**config.mk**
```make
export PLATFORM = sky130hd
export DESIGN_NAME = even_odd_gen
export DESIGN_NICKNAME = d
export VERILOG_FILES = /design/src/rtl/even_odd_pkg.sv /design/src/rtl/parity_tag.sv /design/src/rtl/even_odd_gen.sv
export SDC_FILE = /design/constraint.sdc
export NUM_CORES = 1
export LEC_CHECK = 0
export ABC_AREA = 1
export BUFFER_PORTS_ARGS = -buffer_cell sky130_fd_sc_hd__buf_2
export CAP_MARGIN = 20
export CORE_UTILIZATION = 42
export DETAILED_ROUTE_END_ITERATION = 6
export GPL_TIMING_DRIVEN = 0
export PLACE_DENSITY = 0.68
export RECOVER_POWER = 50
export SLEW_MARGIN = 40
export SYNTH_ARGS = -nofsm -noshare
export SYNTH_HDL_FRONTEND = slang
export SYNTH_SLANG_ARGS = --single-unit
```
**constraint.sdc**
```tcl
create_clock -name clk -period 1.1 [get_ports clk]
set_input_delay 0.055 -clock clk [delete_from_list [all_inputs] [get_ports clk]]
set_output_delay 0.055 -clock clk [all_outputs]
set_load 0.03 [all_outputs]
```
**src/rtl/even_odd_pkg.sv**
```systemverilog
// Shared constants for the even/odd sequence generator: parity codes,
// FSM state encodings and datapath widths.
package even_odd_pkg;

    // Parity codes presented on even_odd and expected on parity_sel
    localparam logic CODE_EVEN = 1'b1;
    localparam logic CODE_ODD  = 1'b0;

    // Controller states
    localparam logic [1:0] ST_IDLE = 2'd0;
    localparam logic [1:0] ST_RUN  = 2'd1;
    localparam logic [1:0] ST_DONE = 2'd2;

    // Emitted value width and remaining-count width (one extra bit of headroom)
    localparam int NUM_W = 4;
    localparam int CNT_W = 5;

endpackage

```
**src/rtl/parity_tag.sv**
```systemverilog
// Combinational parity classifier: maps a 4-bit value to the EVEN/ODD code.
// Shared by the seed-alignment path and the output tag.
module parity_tag
    import even_odd_pkg::*;
#(
    parameter logic EVEN = CODE_EVEN,
    parameter logic ODD  = CODE_ODD
) (
    input  logic [NUM_W-1:0] value,
    output logic             code
);

    // LSB clear means even
    assign code = value[0] ? ODD : EVEN;

endmodule

```
**src/rtl/even_odd_gen.sv**
```systemverilog
// Even/odd number sequence generator.
// On an accepted start, emits count_len values of the requested parity,
// beginning at start_value (or the next value up if its parity differs) and
// stepping by 2 modulo 16. Output uses a valid/ready handshake; a one-cycle
// done pulse marks the end of each sequence.
module even_odd_gen
    import even_odd_pkg::*;
#(
    parameter logic EVEN = CODE_EVEN,
    parameter logic ODD  = CODE_ODD
) (
    input  logic             clk,
    input  logic             rst_n,
    input  logic             start,
    input  logic             parity_sel,
    input  logic [NUM_W-1:0] start_value,
    input  logic [NUM_W-1:0] count_len,
    input  logic             out_ready,
    output logic [NUM_W-1:0] number,
    output logic             out_valid,
    output logic             even_odd,
    output logic             busy,
    output logic             done
);

    logic [1:0]       state;
    logic [CNT_W-1:0] remaining;
    logic             seed_code;
    logic [NUM_W-1:0] first_value;
    logic             xfer;

    // Classify the seed so it can be bumped onto the requested parity
    parity_tag #(
        .EVEN (EVEN),
        .ODD  (ODD)
    ) u_seed_tag (
        .value (start_value),
        .code  (seed_code)
    );

    // Tag the value currently presented; stays consistent with number
    // including the reset value of 0
    parity_tag #(
        .EVEN (EVEN),
        .ODD  (ODD)
    ) u_out_tag (
        .value (number),
        .code  (even_odd)
    );

    // 15 + 1 wraps to 0, which keeps the even request satisfied
    assign first_value = (seed_code == parity_sel) ? start_value
                                                   : start_value + 4'd1;
    assign xfer        = out_valid & out_ready;
    assign busy        = (state != ST_IDLE);
    // DONE lasts exactly one cycle, so the pulse falls out of the state
    assign done        = (state == ST_DONE);

    // Sequence controller and output register; inputs are only looked at in IDLE
    always_ff @(posedge clk or negedge rst_n) begin
        if (!rst_n) begin
            state     <= ST_IDLE;
            number    <= '0;
            out_valid <= 1'b0;
            remaining <= '0;
        end else begin
            case (state)
                ST_IDLE: begin
                    if (start) begin
                        remaining <= {1'b0, count_len};
                        if (count_len != 4'd0) begin
                            number    <= first_value;
                            out_valid <= 1'b1;
                            state     <= ST_RUN;
                        end else begin
                            state <= ST_DONE;
                        end
                    end
                end
                ST_RUN: begin
                    if (xfer) begin
                        remaining <= remaining - 5'd1;
                        if (remaining == 5'd1) begin
                            // Last value accepted: drop valid and hold number
                            out_valid <= 1'b0;
                            state     <= ST_DONE;
                        end else begin
                            number <= number + 4'd2;
                        end
                    end
                end
                ST_DONE: begin
                    state <= ST_IDLE;
                end
                default: begin
                    state <= ST_IDLE;
                end
            endcase
        end
    end

endmodule

```
==> flow_metrics.tcl, run 1 <==
set metrics [dict create \
    cts_buffers 3 \
    grt_first_pass_wirelength_mm 3.30 \
    vias 863 \
    clk_path_buf_depth 2 \
    synth_area_leaders "dfrtp_1 37%, nand2_1 20%, nand3_1 7.4%" \
    diodes 0 \
    cts_root_buf "clkbuf_4" \
    finalSetupViolCount 13 \
    numClockSinks 12 \
    drc 0 \
    netlist_area_sq_um 816 \
    synth_top_area_share_pct 36.8 \
    htree_levels 1 \
    grt_pass1_vias 845 \
    layout_min_cycle_time_ns 1.23 \
    avgSynthCellArea_sq_um 6.80 \
    fin_crit_sh_pct 112 \
    ys_seq_elements 12 \
    ant_nets 0 \
    numPortBuffers 20 \
    dp_cells 165 \
    total_power_uw 886 \
    power_density_nw_per_um2 790 \
    firstDrtPassIters 4 \
    fin_skew_ns 0.00155 \
    syn_inst 120 \
    max_clock_freq_mhz 811 \
    ir_drop_v 0.000431 \
    final_common_cell "nand2_1" \
    failed_checks "negative setup slack" \
    worstSetupPathType "flop to flop" \
    outcome "finished, violations left" \
    layout-drive-gt1-share_pct 34.7 \
    synth_top_area_cell "dfrtp_1" \
    p_leak_nw 0.576 \
    crit_path_start_kind "flop" \
    crit_required_ns 1.28 \
    gr-total-overflow 0 \
    ys_warn_count 0 \
    finalSetupTns_ns -0.981 \
    routed_via_density 4.93 \
    stdcell_count 175 \
    wire_per_inst_um 11.0 \
    holdCritPathClass "primary input to flop" \
    setup_slack_ns -0.133 \
    synth_fp_nets 137 \
    maxCapViolCount 0 \
    cp_max_fo 3 \
    final_cell_mix "40 x nand2_1, 17 x buf_2, 10 x inv_1, 10 x nand3_1, 9 x nor2_1" \
    path_clk_slew_ns 0.08 \
    synthToLayoutAreaGrowth_pct 37.4 \
    hold_viol_final 0 \
    track_usage_pct 22.1 \
    drt-initial-drc-count 6 \
    clock_latency_ns 0.28 \
    cts_tree "yes" \
    cp-end-kind "flop" \
    arrival_ns 1.41 \
    antenna_found_initial 0 \
    die-area_sq_um 2120 \
    tightest_slew_ns 0.666 \
    seq_area_frac_synth_pct 36.8 \
    io_pins 21 \
    maxSlewHeadroom_pct 55.6 \
    die_x_um 46.1 \
    initial_utilization_pct 46.2 \
    core_sq_um 1760 \
    rsz0062_at_grt "true" \
    hpwl_mm 1.38 \
    gp_congestion 0.798 \
    synth.distinct_cells 20 \
    fp.dieH_um 46.1 \
    nets 168 \
    rows 15 \
    finalWirelength_mm 1.93 \
    utilization_pct 63.5 \
    grt_start_max_net_pins 13 \
    slew_viol_final 0 \
]
-- final timing paths --
path / startpoint / endpoint / cells past startpoint / slack (ns)
min: count_len[2] / remaining[2] / 3 / 0.07
max in group asynchronous: rst_n / out_valid / 2 / 0.32
min in group asynchronous: rst_n / state[0] / 2 / 0.32
max reg2reg: remaining[0] / number[3] / 7 / -0.13
max: remaining[0] / number[3] / 7 / -0.13
min reg2reg: number[2] / number[2] / 2 / 0.51
-- sequential cells by signal, summed over array words and instances (netlist names) --
name	count
out_valid	1
remaining	5
state	2
number	4
-- final cells by class --
| type | count | area (sq um) |
|---|---|---|
| inverters | 16 | 65.1 |
| repair buffers | 26 | 158 |
| flip-flops and latches | 12 | 307 |
| well taps | 25 | 31.3 |
| clock buffers | 4 | 36.3 |
| fillers | 170 | 643 |
| multi-input cells | 92 | 524 |
-- power breakdown --
| part | internal (mW) | switching [mW] | leakage [nW] |
|---|---|---|---|
| Combinational | 0.0325 | 0.0421 | 0.415 |
| Sequential | 0.441 | 0 | 0.140 |
| Clock | 0.201 | 0.169 | 0.0210 |
| Total | 0.675 | 0.211 | 0.576 |
-- per-layer routing --
layer  vias up  GRT usage [%]  wire [um]
li1        445              -          -
met1       392           25.5        873
met2        20           37.7        938
met3         6           3.53         66
met4         0           13.5         48
met5         -              0          0
-- through the flow --
stage / hold WS (ns) / cell area (sq um) / setup slack, ns
2_1_floorplan: -0.241 / 831 / -0.0801
3_3_place_gp: -0.0461 / 962 / -0.224
4_1_cts: 0.0743 / 1100 / -0.128
5_1_grt: 0.102 / 1120 / -0.209
6_report: 0.0703 / 1120 / -0.133
3_5_place_dp: -0.0455 / 962 / -0.240
-- what timing repair did --
action	4_1_cts	5_1_grt
hold buffers	2	0
endpoints found under the hold margin	13	0
pin swaps	6	10
buffers inserted	4	0
setup endpoints to repair	14	14
gates resized for setup	17	4
-- critical path, cell delays in order (launching register included) --
cell and delay (ns):
dfrtp_1 0.43, ha_4 0.18, inv_2 0.05, nor2_2 0.04, nand3_1 0.09, nand4_1 0.18
nand2_1 0.12, nand2_1 0.05
-- cell families (layout without fill, tap and decap cells) --
group                    count (synthesis)  in the layout  share of synthesized area (%)
flip-flops                              12             12                           36.8
AO/OA/AOI/OAI                           13             13                           8.90
XOR/XNOR                                 2              2                           2.15
adder cells (fa/ha/maj)                  4              4                           6.14
AND/OR/NAND/NOR                         73             73                           38.3
buffers and inverters                   16             46                           7.67
-- cells in the mapped netlist, drive strengths merged --
cell type and count:
nand2 44, inv 16, nor2 13, dfrtp 12
nand3 12, o21ai 7, ha 4, a21oi 3
nand4 2, xor2 2, a21o 1, nand3b 1
o21bai 1, o31ai 1, or2 1
Power figures use the tool's default switching activity.
==> run 2, diff against run 1 <==
SKIP_LAST_GASP = 1   (was not set)
==> run 2 against run 1 <==
Net effect:
- the run still ends with negative setup slack left
- non-clock buffer count unchanged
- core utilization down 0.14 points
- routed wire length up 0.36%
- clock skew up 0.0012 ns
- register-to-register slack better by 0.02 ns
- count of clock-buffer cells in the layout unchanged
- die area unchanged
- worst hold slack better by 0.0048 ns
- global-route usage up 0.24 points
- cell count unchanged
- setup slack better by 0.019 ns
- critical endpoint is now busy
==> flow_metrics.tcl, run 2 (same netlist as run 1, synthesis figures left out) <==
set metrics [dict create \
    outcome "finished, violations left" \
    failed_checks "negative setup slack" \
    crit_slowest_cell "dfrtp_2" \
    drt-initial-drc-count 3 \
    cts_tree "yes" \
    fin_area_sq_um 1120 \
    max_clock_freq_mhz 824 \
    worstReg2RegEnd "number[1]" \
    cp-end-kind "primary output" \
    initial_utilization_pct 46.2 \
    maxSlewHeadroom_pct 55.8 \
    ir_drop_v 0.000435 \
    htree_levels 1 \
    track_usage_pct 22.3 \
    gr-total-overflow 0 \
    io_pins 21 \
    final_cell_mix "40 x nand2_1, 17 x buf_2, 11 x inv_1" \
    wire_per_inst_um 11.1 \
    die-area_sq_um 2120 \
    crit_path_start_kind "flop" \
    intPower_uw 675 \
    maxCapViolCount 0 \
    grt_first_pass_wirelength_mm 3.35 \
    setup_slack_ns -0.114 \
    cts_root_buf "clkbuf_4" \
    p_sw_uw 211 \
    place_area_sq_um 962 \
    largestRegisters "remaining (5), number (4), state (2)" \
    crit_required_ns 1.04 \
    core_sq_um 1760 \
    cts_buffers 3 \
    p_sw_share_pct 23.9 \
    path_clk_slew_ns 0.08 \
    hold_start "count_len[2]" \
    worstSetupPathType "flop to primary output" \
    routed_via_density 4.90 \
    path_cells "nor2_4, inv_1, buf_6" \
    diodes 0 \
    slew_viol_final 0 \
    p_leak_nw 0.576 \
    hpwl_mm 1.38 \
    gp_congestion 0.798 \
    clk_path_buf_depth 2 \
    regMostFlops "remaining" \
    die_x_um 46.1 \
    combPwrFrac_pct 8.4 \
    power_density_nw_per_um2 792 \
    layout_min_cycle_time_ns 1.21 \
    rsz0062_at_grt "true" \
    rrSetupSlack_ns -0.11 \
    final_common_cell "nand2_1" \
    fin_skew_ns 0.00279 \
    finalSetupViolCount 12 \
    grt_start_max_net_pins 13 \
    drc 0 \
    ant_nets 0 \
    cpPeakStageDelay_ns 0.48 \
    numPortBuffers 20 \
    total_power_uw 886 \
    clkPwrFrac_pct 41.8 \
    grt_pass1_vias 851 \
    worstReg2RegStart "remaining[1]" \
    cp_max_fo 5 \
    firstDrtPassIters 4 \
    arrival_ns 1.16 \
    fp.dieH_um 46.1 \
    hold_viol_final 0 \
    holdPathStages 3 \
    layout-drive-gt1-share_pct 34.0 \
    rows 15 \
    ff2ff_path_depth 9 \
    finalWirelength_mm 1.93 \
    nets 168 \
    holdCritPathClass "primary input to flop" \
    fill_cells 168 \
    antenna_found_initial 0 \
    tightest_slew_ns 0.664 \
    min_to "remaining[2]" \
    synthToLayoutAreaGrowth_pct 37.1 \
    fin_crit_sh_pct 110 \
    clock_latency_ns 0.28 \
    numClockSinks 12 \
    p_seq_share_pct 49.7 \
    vias 857 \
    largest_reg_flops 5 \
]
-- run 2: cell counts in the layout (fill, tap and decap cells not counted) --
Identical to the previous run, type by type.
-- run 2: power groups by stage --
stage               Combinational (mW)  Sequential (mW)  Clock (mW)
floorplan                       0.0285            0.450           0
global placement                0.0675            0.449           0
detailed placement              0.0704            0.449           0
CTS                             0.0770            0.441       0.378
global route                    0.0861            0.441       0.392
finish                          0.0748            0.441       0.371
-- run 2: what timing repair did --
item,4_1_cts,5_1_grt
gates resized for setup,14,6
pin swaps,6,8
buffers inserted,4,0
hold endpoints to repair,13,0
hold buffers,2,0
setup endpoints to repair,14,14
-- run 2: metrics by stage --
stage	setup TNS [ns]	hold WS (ns)	cells	util [%]	worst slack, ns
after detailed placement	-1.51	-0.0455	165	54.5	-0.240
after CTS	-0.742	0.0743	175	61.8	-0.128
after global placement	-1.39	-0.0461	165	54.5	-0.224
after global routing	-2.10	0.0811	175	63.4	-0.214
after floorplan	-0.235	-0.241	120	-	-0.0801
final	-0.954	0.0751	175	63.4	-0.114
-- run 2: critical path: cells and delay by family, from the launching register on --
| kind | cells | cell delay (ns) |
|---|---|---|
| AND/OR/NAND/NOR | 1 | 0.19 |
| buffers and inverters | 2 | 0.21 |
| flip-flops | 1 | 0.48 |
-- run 2: worst max path at each step --
stage                             from   endpoint  slack [ns]  depth (start not counted)
after floorplan               state[0]  number[2]       -0.08                          6
final                         state[0]       busy       -0.11                          3
after detailed placement      state[0]  number[2]       -0.24                          6
after CTS                 remaining[0]  number[2]       -0.13                          7
after global routing          state[0]  number[1]       -0.21                          6
after global placement        state[0]  number[2]       -0.22                          6
-- run 2: cell type report --
type,instances,area (sq um),area share [%]
clock buffers,4,36.3,3.24
inverters,16,62.6,5.59
multi-input cells,92,524,46.9
flip-flops and latches,12,307,27.4
well taps,25,31.3,2.80
repair buffers,26,158,14.1
-- run 2: metal layers --
metal	part of all wire (%)	routed length (um)	GRT usage (%)	vias up
met2	51	977	38.0	18
li1	-	-	-	444
met4	2.0	38	13.5	0
met3	2.4	46	2.35	6
met1	45	872	26.7	389
met5	0	0	0	-
==> run 3, diff against run 2 <==
clock period = 1 ns   (was 1.1 ns; I/O delays follow)
==> run 3 against run 2 <==
Net effect:
- the run still ends with negative setup slack left
- global-route usage decreased by 1.1 points
- clock power up 5.4%
- final area is 3.5% higher
- sequential power rose by 10%
- core utilization increased by 2.2 points
- via count rose by 1.4%
- register-to-register slack lost 0.11 ns
- critical endpoint is now done
- critical path depth grew 1
- cell count grew 1.7%
- largest power group unchanged
- clock skew shrank 0.0017 ns
==> flow_metrics.tcl, run 3 (same netlist as run 1, synthesis figures left out) <==
set metrics [dict create \
    arrival_ns 1.20 \
    core_sq_um 1760 \
    total_power_uw 959 \
    grt_first_pass_wirelength_mm 3.12 \
    wire_per_inst_um 11.1 \
    ir_drop_v 0.000563 \
    cts_tree "yes" \
    fin_skew_ns 0.00104 \
    htree_levels 1 \
    synthToLayoutAreaGrowth_pct 41.9 \
    holdCritPathClass "primary input to flop" \
    clock_latency_ns 0.28 \
    slew_viol_final 0 \
    drt-initial-drc-count 17 \
    final_cell_mix "40 x nand2_1, 17 x buf_2, 10 x nand3_1" \
    maxSlewHeadroom_pct 54.4 \
    numClockSinks 12 \
    grt_start_max_net_pins 13 \
    rsz0062_at_grt "true" \
    utilization_pct 65.6 \
    fp.dieH_um 46.1 \
    finalSetupTns_ns -2.39 \
    layout-drive-gt1-share_pct 37.9 \
    final_common_cell "nand2_1" \
    path_clk_slew_ns 0.07 \
    firstDrtPassIters 4 \
    fin_area_sq_um 1160 \
    crit_required_ns 0.95 \
    cpPeakStageDelay_ns 0.45 \
    cts_root_buf "clkbuf_4" \
    setup_slack_ns -0.252 \
    fin_crit_sh_pct 125 \
    io_pins 21 \
    p_leak_nw 0.588 \
    nets 171 \
    track_usage_pct 21.2 \
    power_density_nw_per_um2 828 \
    routed_via_density 4.88 \
    largest_reg_flops 5 \
    tightest_slew_ns 0.684 \
    fin_hold_ws_ns 0.0694 \
    layout_min_cycle_time_ns 1.25 \
    antenna_found_initial 0 \
    path_cells "buf_4, buf_6, nor2_4, buf_6" \
    finalSetupViolCount 14 \
    numPortBuffers 20 \
    die_x_um 46.1 \
    post-place-ws_ns -0.369 \
    place_area_sq_um 977 \
    cts_buffers 3 \
    diodes 0 \
    worstSetupPathType "flop to primary output" \
    crit_slowest_cell "dfrtp_2" \
    hold_viol_final 0 \
    largestRegisters "remaining (5), number (4), state (2)" \
    rows 15 \
    gp_congestion 0.806 \
    crit_buf_inv 3 \
    hpwl_mm 1.32 \
    gr-total-overflow 0 \
    max_clock_freq_mhz 799 \
    initial_utilization_pct 46.2 \
    maxCapViolCount 0 \
    finalWirelength_mm 1.97 \
    cp-end-kind "primary output" \
    path_common_cell "buf_6" \
    cp_max_fo 4 \
    regMostFlops "remaining" \
    crit_family "flip-flops" \
    grt_pass1_vias 765 \
    stdcell_count 178 \
    crit_path_start_kind "flop" \
    vias 869 \
    clk_path_buf_depth 2 \
    drc 0 \
    die-area_sq_um 2120 \
    outcome "finished, violations left" \
    ant_nets 0 \
    dp_cells 165 \
    failed_checks "negative setup slack" \
]
run 3: worst min-delay path, stage by stage:
cell	delay, ns
buf_2	0.12
nand3_4	0.09
nand2_1	0.05
run 3: where the power goes:
group	internal, mW	switching (mW)
clock network	0.222	0.169
registers	0.485	0
logic	0.0359	0.0473
total	0.742	0.216
run 3: final cells by class:
| class | count | area (sq um) |
|---|---|---|
| Timing Repair Buffer | 29 | 188 |
| Sequential cell | 12 | 308 |
| Multi-Input combinational cell | 92 | 532 |
| Inverter | 16 | 62.6 |
| Clock buffer | 4 | 36.3 |
| Fill cell | 174 | 607 |
| Tap cell | 25 | 31.3 |
run 3: worst paths after layout:
kind                                start  slack, ns  cells past startpoint   endpoint
worst max-delay path             state[0]      -0.25                      4       done
worst min-delay path                start       0.07                      3  out_valid
worst max register to register   state[1]      -0.22                      5  number[2]
worst min register to register  number[0]       0.50                      2  number[0]
max in group asynchronous           rst_n       0.20                      2  number[2]
min in group asynchronous           rst_n       0.32                      2  number[0]
run 3: timing repair:
item | 4_1_cts | 5_1_grt
pin swaps | 3 | 3
gates cloned | 0 | 0
hold buffers | 2 | 0
buffers inserted | 3 | 4
resized for setup | 9 | 13
endpoints found under the hold margin | 13 | 0
setup endpoints to repair | 14 | 14
run 3: per-layer routing:
| layer | track usage, % | wire [um] |
|---|---|---|
| met2 | 34.6 | 979 |
| met1 | 25.3 | 878 |
| met3 | 6.27 | 80 |
| met4 | 10.0 | 33 |
| met5 | 0 | 0 |
